===== src/rtl/pong_game_ctrl.sv =====
// Frame-rate pong sequencer: advances ball and paddle once per frame_tick, resolves
// wall/paddle bounces, keeps score and lives, and runs the serve/play/pause/over flow.
module pong_game_ctrl #(
  parameter int SCREEN_W     = 640,
  parameter int SCREEN_H     = 480,
  parameter int WALL_R       = 39,
  parameter int PAD_X_L      = 600,
  parameter int PAD_H        = 72,
  parameter int PAD_V        = 4,
  parameter int BALL_SZ      = 8,
  parameter int BALL_V       = 2,
  parameter int BALL_X0      = 316,
  parameter int BALL_Y0      = 236,
  parameter int LIVES        = 3,
  parameter int SERVE_FRAMES = 60
) (
  input  logic       clock,
  input  logic       reset,
  input  logic       frame_tick,
  input  logic       btn_up,
  input  logic       btn_down,
  input  logic       btn_start,
  output logic [9:0] ball_x,
  output logic [9:0] ball_y,
  output logic [9:0] paddle_y,
  output logic [3:0] score,
  output logic [1:0] lives,
  output logic [2:0] state,
  output logic       gfx_en
);

  typedef enum logic [2:0] {
    S_IDLE  = 3'd0,
    S_SERVE = 3'd1,
    S_PLAY  = 3'd2,
    S_PAUSE = 3'd3,
    S_OVER  = 3'd4
  } state_t;

  localparam int TW = $clog2(SERVE_FRAMES + 1);

  localparam logic [10:0] MISS_X  = 11'(SCREEN_W - BALL_SZ);
  localparam logic [10:0] LWALL_X = 11'(WALL_R + BALL_V);
  localparam logic [10:0] HIT_LO  = 11'(PAD_X_L - BALL_V);
  localparam logic [10:0] HIT_HI  = 11'(PAD_X_L - 1);
  localparam logic [10:0] BOT_Y   = 11'(SCREEN_H - BALL_SZ - BALL_V);
  localparam logic [10:0] PAD_MAX = 11'(SCREEN_H - PAD_H);
  localparam logic [10:0] STEP_B  = 11'(BALL_V);
  localparam logic [10:0] STEP_P  = 11'(PAD_V);
  localparam logic [10:0] SZ_M1   = 11'(BALL_SZ - 1);
  localparam logic [10:0] PH_M1   = 11'(PAD_H - 1);
  localparam logic [9:0]  X0      = 10'(BALL_X0);
  localparam logic [9:0]  Y0      = 10'(BALL_Y0);
  localparam logic [9:0]  PAD0    = 10'((SCREEN_H - PAD_H) / 2);
  localparam logic [1:0]  LIVES0  = 2'(LIVES);
  localparam logic [TW-1:0] TLAST = TW'(SERVE_FRAMES - 1);

  state_t        st;
  logic          dir_x;       // 1 = moving right
  logic          dir_y;       // 1 = moving down
  logic [TW-1:0] timer;
  logic          start_prev;
  logic          start_pulse;

  logic [10:0] bx, by, py, br, bb, nbx, nby, npy;
  logic        miss, hit, ndx, ndy;

  assign state       = st;
  assign start_pulse = btn_start & ~start_prev;

  // Next-frame candidates, all computed from the pre-tick positions.
  // NOTE: every always_comb output gets a default first so no latch can be inferred.
  always_comb begin
    bx   = {1'b0, ball_x};
    by   = {1'b0, ball_y};
    py   = {1'b0, paddle_y};
    br   = bx + SZ_M1;
    bb   = by + SZ_M1;
    miss = (bx >= MISS_X);
    hit  = dir_x && (br >= HIT_LO) && (br <= HIT_HI) && (bb >= py) && (by <= py + PH_M1);
    ndx  = dir_x;
    if (bx <= LWALL_X) ndx = 1'b1;
    if (hit)           ndx = 1'b0;
    ndy  = dir_y;
    if (by < STEP_B) ndy = 1'b1;
    if (by > BOT_Y)  ndy = 1'b0;
    nbx  = ndx ? bx + STEP_B : bx - STEP_B;
    nby  = ndy ? by + STEP_B : by - STEP_B;
    npy  = py;
    if (btn_up && !btn_down)
      npy = (py >= STEP_P) ? py - STEP_P : 11'd0;
    else if (btn_down && !btn_up)
      npy = (py + STEP_P >= PAD_MAX) ? PAD_MAX : py + STEP_P;
  end

  // NOTE: state registers use non-blocking assignments so every flop samples pre-edge values.
  always_ff @(posedge clock) begin
    if (reset) begin
      st         <= S_IDLE;
      ball_x     <= X0;
      ball_y     <= Y0;
      dir_x      <= 1'b0;
      dir_y      <= 1'b1;
      paddle_y   <= PAD0;
      score      <= 4'd0;
      lives      <= LIVES0;
      timer      <= '0;
      gfx_en     <= 1'b0;
      start_prev <= 1'b0;
    end else begin
      start_prev <= btn_start;
      case (st)
        S_IDLE, S_OVER: begin
          if (start_pulse) begin
            st     <= S_SERVE;
            score  <= 4'd0;
            lives  <= LIVES0;
            ball_x <= X0;
            ball_y <= Y0;
            dir_x  <= 1'b0;
            dir_y  <= 1'b1;
            timer  <= '0;
            gfx_en <= 1'b1;
          end
        end
        S_SERVE: begin
          if (frame_tick) begin
            paddle_y <= npy[9:0];
            if (timer == TLAST) begin
              st    <= S_PLAY;
              timer <= '0;
            end else begin
              timer <= timer + TW'(1);
            end
          end
        end
        S_PLAY: begin
          if (start_pulse) begin
            st <= S_PAUSE;
          end else if (frame_tick) begin
            if (miss) begin
              if (lives == 2'd1) begin
                lives  <= 2'd0;
                st     <= S_OVER;
                gfx_en <= 1'b0;
              end else begin
                lives  <= lives - 2'd1;
                st     <= S_SERVE;
                ball_x <= X0;
                ball_y <= Y0;
                dir_x  <= 1'b0;
                dir_y  <= 1'b1;
                timer  <= '0;
              end
            end else begin
              dir_x    <= ndx;
              dir_y    <= ndy;
              ball_x   <= nbx[9:0];
              ball_y   <= nby[9:0];
              paddle_y <= npy[9:0];
              if (hit && score != 4'hF) score <= score + 4'd1;
            end
          end
        end
        S_PAUSE: begin
          if (start_pulse) st <= S_PLAY;
        end
        default: st <= S_IDLE;
      endcase
    end
  end

endmodule


===== config.mk =====
export PLATFORM = sky130hd
export DESIGN_NAME = pong_game_ctrl
export DESIGN_NICKNAME = d
export VERILOG_FILES = /design/src/rtl/pong_game_ctrl.sv
export SDC_FILE = /design/constraint.sdc
export NUM_CORES = 1
export LEC_CHECK = 0
export BUFFER_PORTS_ARGS = -buffer_cell sky130_fd_sc_hd__buf_4
export CORE_MARGIN = 3
export CORE_UTILIZATION = 59
export CTS_CLUSTER_SIZE = 8
export DETAILED_ROUTE_END_ITERATION = 6
export GPL_ROUTABILITY_DRIVEN = 0
export PLACE_DENSITY = 0.81
export SLEW_MARGIN = 10
export SYNTH_ARGS = -nofsm -noshare
export SYNTH_HDL_FRONTEND = slang
export SYNTH_SLANG_ARGS = --single-unit

===== constraint.sdc =====
create_clock -name clock -period 7.9 [get_ports clock]
set_input_delay 0.395 -clock clock [delete_from_list [all_inputs] [get_ports clock]]
set_output_delay 0.395 -clock clock [all_outputs]
set_load 0.05 [all_outputs]

==> run_results.csv <==
group,metric,value,unit
run_status,status,"completed",
place,dp_slack,3.273,ns
timing,holdWs,0.3262,ns
timing,tightest_slew,0.8610,ns
synthesis,async_flop_share,0,%
worst_setup_path,cp.arrival,4.98,ns
timing,layout_setup_ws,3.125,ns
timing,min_period_over_period,60.45,%
timing,setup_tns,0,ns
synthesis,synth-edff-count,0,
layout,syn_to_final_growth,10.82,%
global_route,grt_pass1_wl,15100,µm
clocking,cts_resized,0,
drt,vias,3577,
drt,drc,0,
clocking,clock_latency,0.31,ns
timing,relSlewSlack,42.60,%
synthesis,synth_top_area_share,24.73,%
clocking,path_clk_slew,0.09,ns
worst_setup_path,cp-end-kind,"flip-flop",
synthesis,synth_largest_area_cell,"dfxtp_1",
synthesis,synth_seq_cells,45,
pwr,ir_drop,228.3,µV
die,rows,27,
worst_setup_path,reg2reg_slack,3.12,ns
timing,slew_violations,0,
synthesis,netlist_top_cells_area,"dfxtp_1, ha_1, xnor2_1",
pwr,power.internal,0.0004890,W
synthesis,synthTopCellsByCount,"nand2_1, dfxtp_1, nor2_1",
synthesis,syn_area,0.003643,mm²
min_path,worstHoldEndpoint,"start_prev$_SDFF_PP0_",
worst_setup_path,startpoint_type,"flip-flop",
synthesis,synth_warnings,0,
timing,grt_setup_unrepaired,"false",
drt,routed_wirelength,8810,µm
pwr,power.share.sequential,32.5,%
die,die_y,84.59,µm
synthesis,synth_seq_area_share,24.73,%
synthesis,avgSynthCellArea,7.606,µm²
global_route,grt_usage,24.88,%
clocking,cts_tree,"done",
layout,drive_gt1_share,11.02,%
place,portBuffers,41,
pwr,p_leak,1.631,nW
pwr,p_comb_share,52.1,%
timing,period_needed,4.775,ns
global_route,antenna_found_initial,0,
clocking,cts_max_level,2,
timing,setup_violations,0,
worst_setup_path,crit_required,8.10,ns
clocking,postCtsHoldBufs,0,
timing,fin_skew,0.007361,ns
place,dpl.hpwl,6533,µm
layout,post-route-util,70.30,%
clocking,cts.path.max_buffers,2,
worst_setup_path,crit_fanout,14,
global_route,grt_pass1_vias,3363,
global_route,gr-total-overflow,0,
drt,ant_nets,0,
die,initial_utilization,63.44,%
worst_setup_path,rr_worst_depth,18,
die,dieArea,0.007155,mm²
worst_setup_path,worstSetupPathType,"flip-flop to flip-flop",
timing,finalHoldViolations,0,
drt,drt_first_pass_iters,4,
clocking,cts_setup_buffers,0,
die,core_area,0.005743,mm²
clocking,clock-sinks,45,
synthesis,synth_most_common_cell,"nand2_1",
min_path,whs_path_depth,2,
global_route,grt_max_degree,24,
synthesis,synth_cell_types,60,
die,die_w,84.59,µm
layout,diodes,0,
drt,viasPerCell,6.167,
pwr,pwr-share-clk,15.4,%
min_path,min_from,"btn_start",
synthesis,ys.flop_type,"dfxtp_1",
worst_setup_path,regToRegStartpoint,"ball_y[3]$_SDFFE_PP1P_",
clocking,cts_inserted_buffers,5,
job,drv_cap,0,
synthesis,synthCells,479,
layout,num-nets-final,551,
clocking,cts-root-buf,"clkbuf_8",
pwr,p_per_area,234.5,mW/mm²
timing,clock.fmax,0.2094,GHz
die,ioPinCount,46,
pwr,swShare,48.36,%
min_path,holdCritPathClass,"input port to flip-flop",
drt,initialDrtViolationCount,214,
pwr,power_switching,0.0004578,W
drt,wl_per_cell,15.19,µm
worst_setup_path,r2r-end,"ball_x[7]$_SDFFE_PP0P_",
[per-stage QoR]
stage               total power, W  instances  area (µm²)
floorplan                0.0006856        482        3655
global placement         0.0007873        572        3951
detailed placement       0.0008007        572        3951
CTS                      0.0009490        580        4038
global route              0.001020        580        4038
finish                   0.0009468        580        4038
[power groups by stage]
| stage | registers (W) | logic [W] | clock network (W) |
|---|---|---|---|
| final | 0.000307 | 0.000493 | 0.000146 |
| after global routing | 0.000314 | 0.000548 | 0.000158 |
| after CTS | 0.000306 | 0.000493 | 0.000150 |
| after detailed placement | 0.000311 | 0.000489 | 0 |
| after global placement | 0.000310 | 0.000477 | 0 |
| after floorplan | 0.000368 | 0.000318 | 0 |
[cells by family (layout without fill, tap and decap cells)]
family | Yosys count | count (layout) | synth area share, %
AND/OR/NAND/NOR | 186 | 186 | 25.17
AO/OA/AOI/OAI | 120 | 120 | 21.64
buffers and inverters | 51 | 77 | 5.769
flip-flops | 45 | 45 | 24.73
adder cells (fa/ha/maj) | 38 | 38 | 13.26
XOR/XNOR | 33 | 33 | 7.933
multiplexers | 5 | 5 | 1.408
other | 1 | 4 | 0.1029
[cell usage in the layout, fill, tap and decap left out, types with 3 or more instances in the layout]
| cell type | n |
|---|---|
| nand3_1 | 17 |
| a21o_1 | 5 |
| conb_1 | 4 |
| nand2b_1 | 5 |
| mux2i_1 | 4 |
| or3_1 | 6 |
| a211oi_1 | 3 |
| xor2_1 | 9 |
| xnor2_1 | 24 |
| a21oi_1 | 35 |
| nor4_1 | 8 |
| o21ai_0 | 22 |
| nand4_1 | 13 |
| inv_1 | 26 |
| nand2_1 | 51 |
| ha_1 | 37 |
| clkbuf_8 | 5 |
| nor3_1 | 19 |
| o211ai_1 | 11 |
| a22oi_1 | 4 |
| nor2_1 | 39 |
| a31oi_1 | 8 |
| nor2b_1 | 8 |
| nor3b_1 | 4 |
| buf_4 | 42 |
| o21ai_1 | 4 |
| dfxtp_1 | 45 |
[flip-flops by register name, indices dropped and copies added, names as in the netlist]
name        count
ball_x          9
ball_y          9
dir_x           1
dir_y           1
gfx_en          1
lives           2
paddle_y        8
score           4
start_prev      1
state           3
timer           6
[critical path, stage by stage (launching register included)]
cell	delay, ns
dfxtp_1	0.61
nand3_1	0.28
nor3b_1	0.32
xor2_1	0.18
ha_1	0.26
a211oi_1	0.26
nor2_1	0.08
nor3_1	0.36
a211oi_1	0.17
nor2_1	0.25
inv_1	0.22
fa_1	0.44
a21o_1	0.18
a21oi_1	0.24
a2bb2oi_1	0.32
nor2b_1	0.20
xnor2_1	0.07
a22oi_1	0.16
nor2_1	0.06
[worst max path at each step]
stage | startpoint | to | cells past startpoint
floorplan | ball_y[1]$_SDFFE_PP0P_ | ball_x[7]$_SDFFE_PP0P_ | 19
global placement | ball_y[3]$_SDFFE_PP1P_ | ball_x[7]$_SDFFE_PP0P_ | 18
detailed placement | ball_y[3]$_SDFFE_PP1P_ | ball_x[7]$_SDFFE_PP0P_ | 18
CTS | ball_y[3]$_SDFFE_PP1P_ | ball_x[7]$_SDFFE_PP0P_ | 18
global route | ball_y[3]$_SDFFE_PP1P_ | ball_x[7]$_SDFFE_PP0P_ | 18
finish | ball_y[3]$_SDFFE_PP1P_ | ball_x[7]$_SDFFE_PP0P_ | 18
[metal layers]
| layer | share of wire (%) | up-vias | track usage [%] | routed length, µm |
|---|---|---|---|---|
| li1 | - | 1768 | - | - |
| met1 | 45 | 1664 | 31.82 | 3928 |
| met2 | 47 | 130 | 42.21 | 4173 |
| met3 | 6.2 | 15 | 4.318 | 546 |
| met4 | 1.8 | 0 | 8.345 | 161 |
| met5 | 0 | - | 0 | 0 |
[layout make-up]
type | instances | area, µm²
Multi-Input combinational cell | 386 | 2544
Fill cell | 500 | 1705
Sequential cell | 45 | 900.9
Timing Repair Buffer | 42 | 315.3
Inverter | 27 | 101.3
Tap cell | 72 | 90.09
Clock buffer | 5 | 68.82
Clock inverter | 3 | 17.52
(Power assumes the default switching activity.)
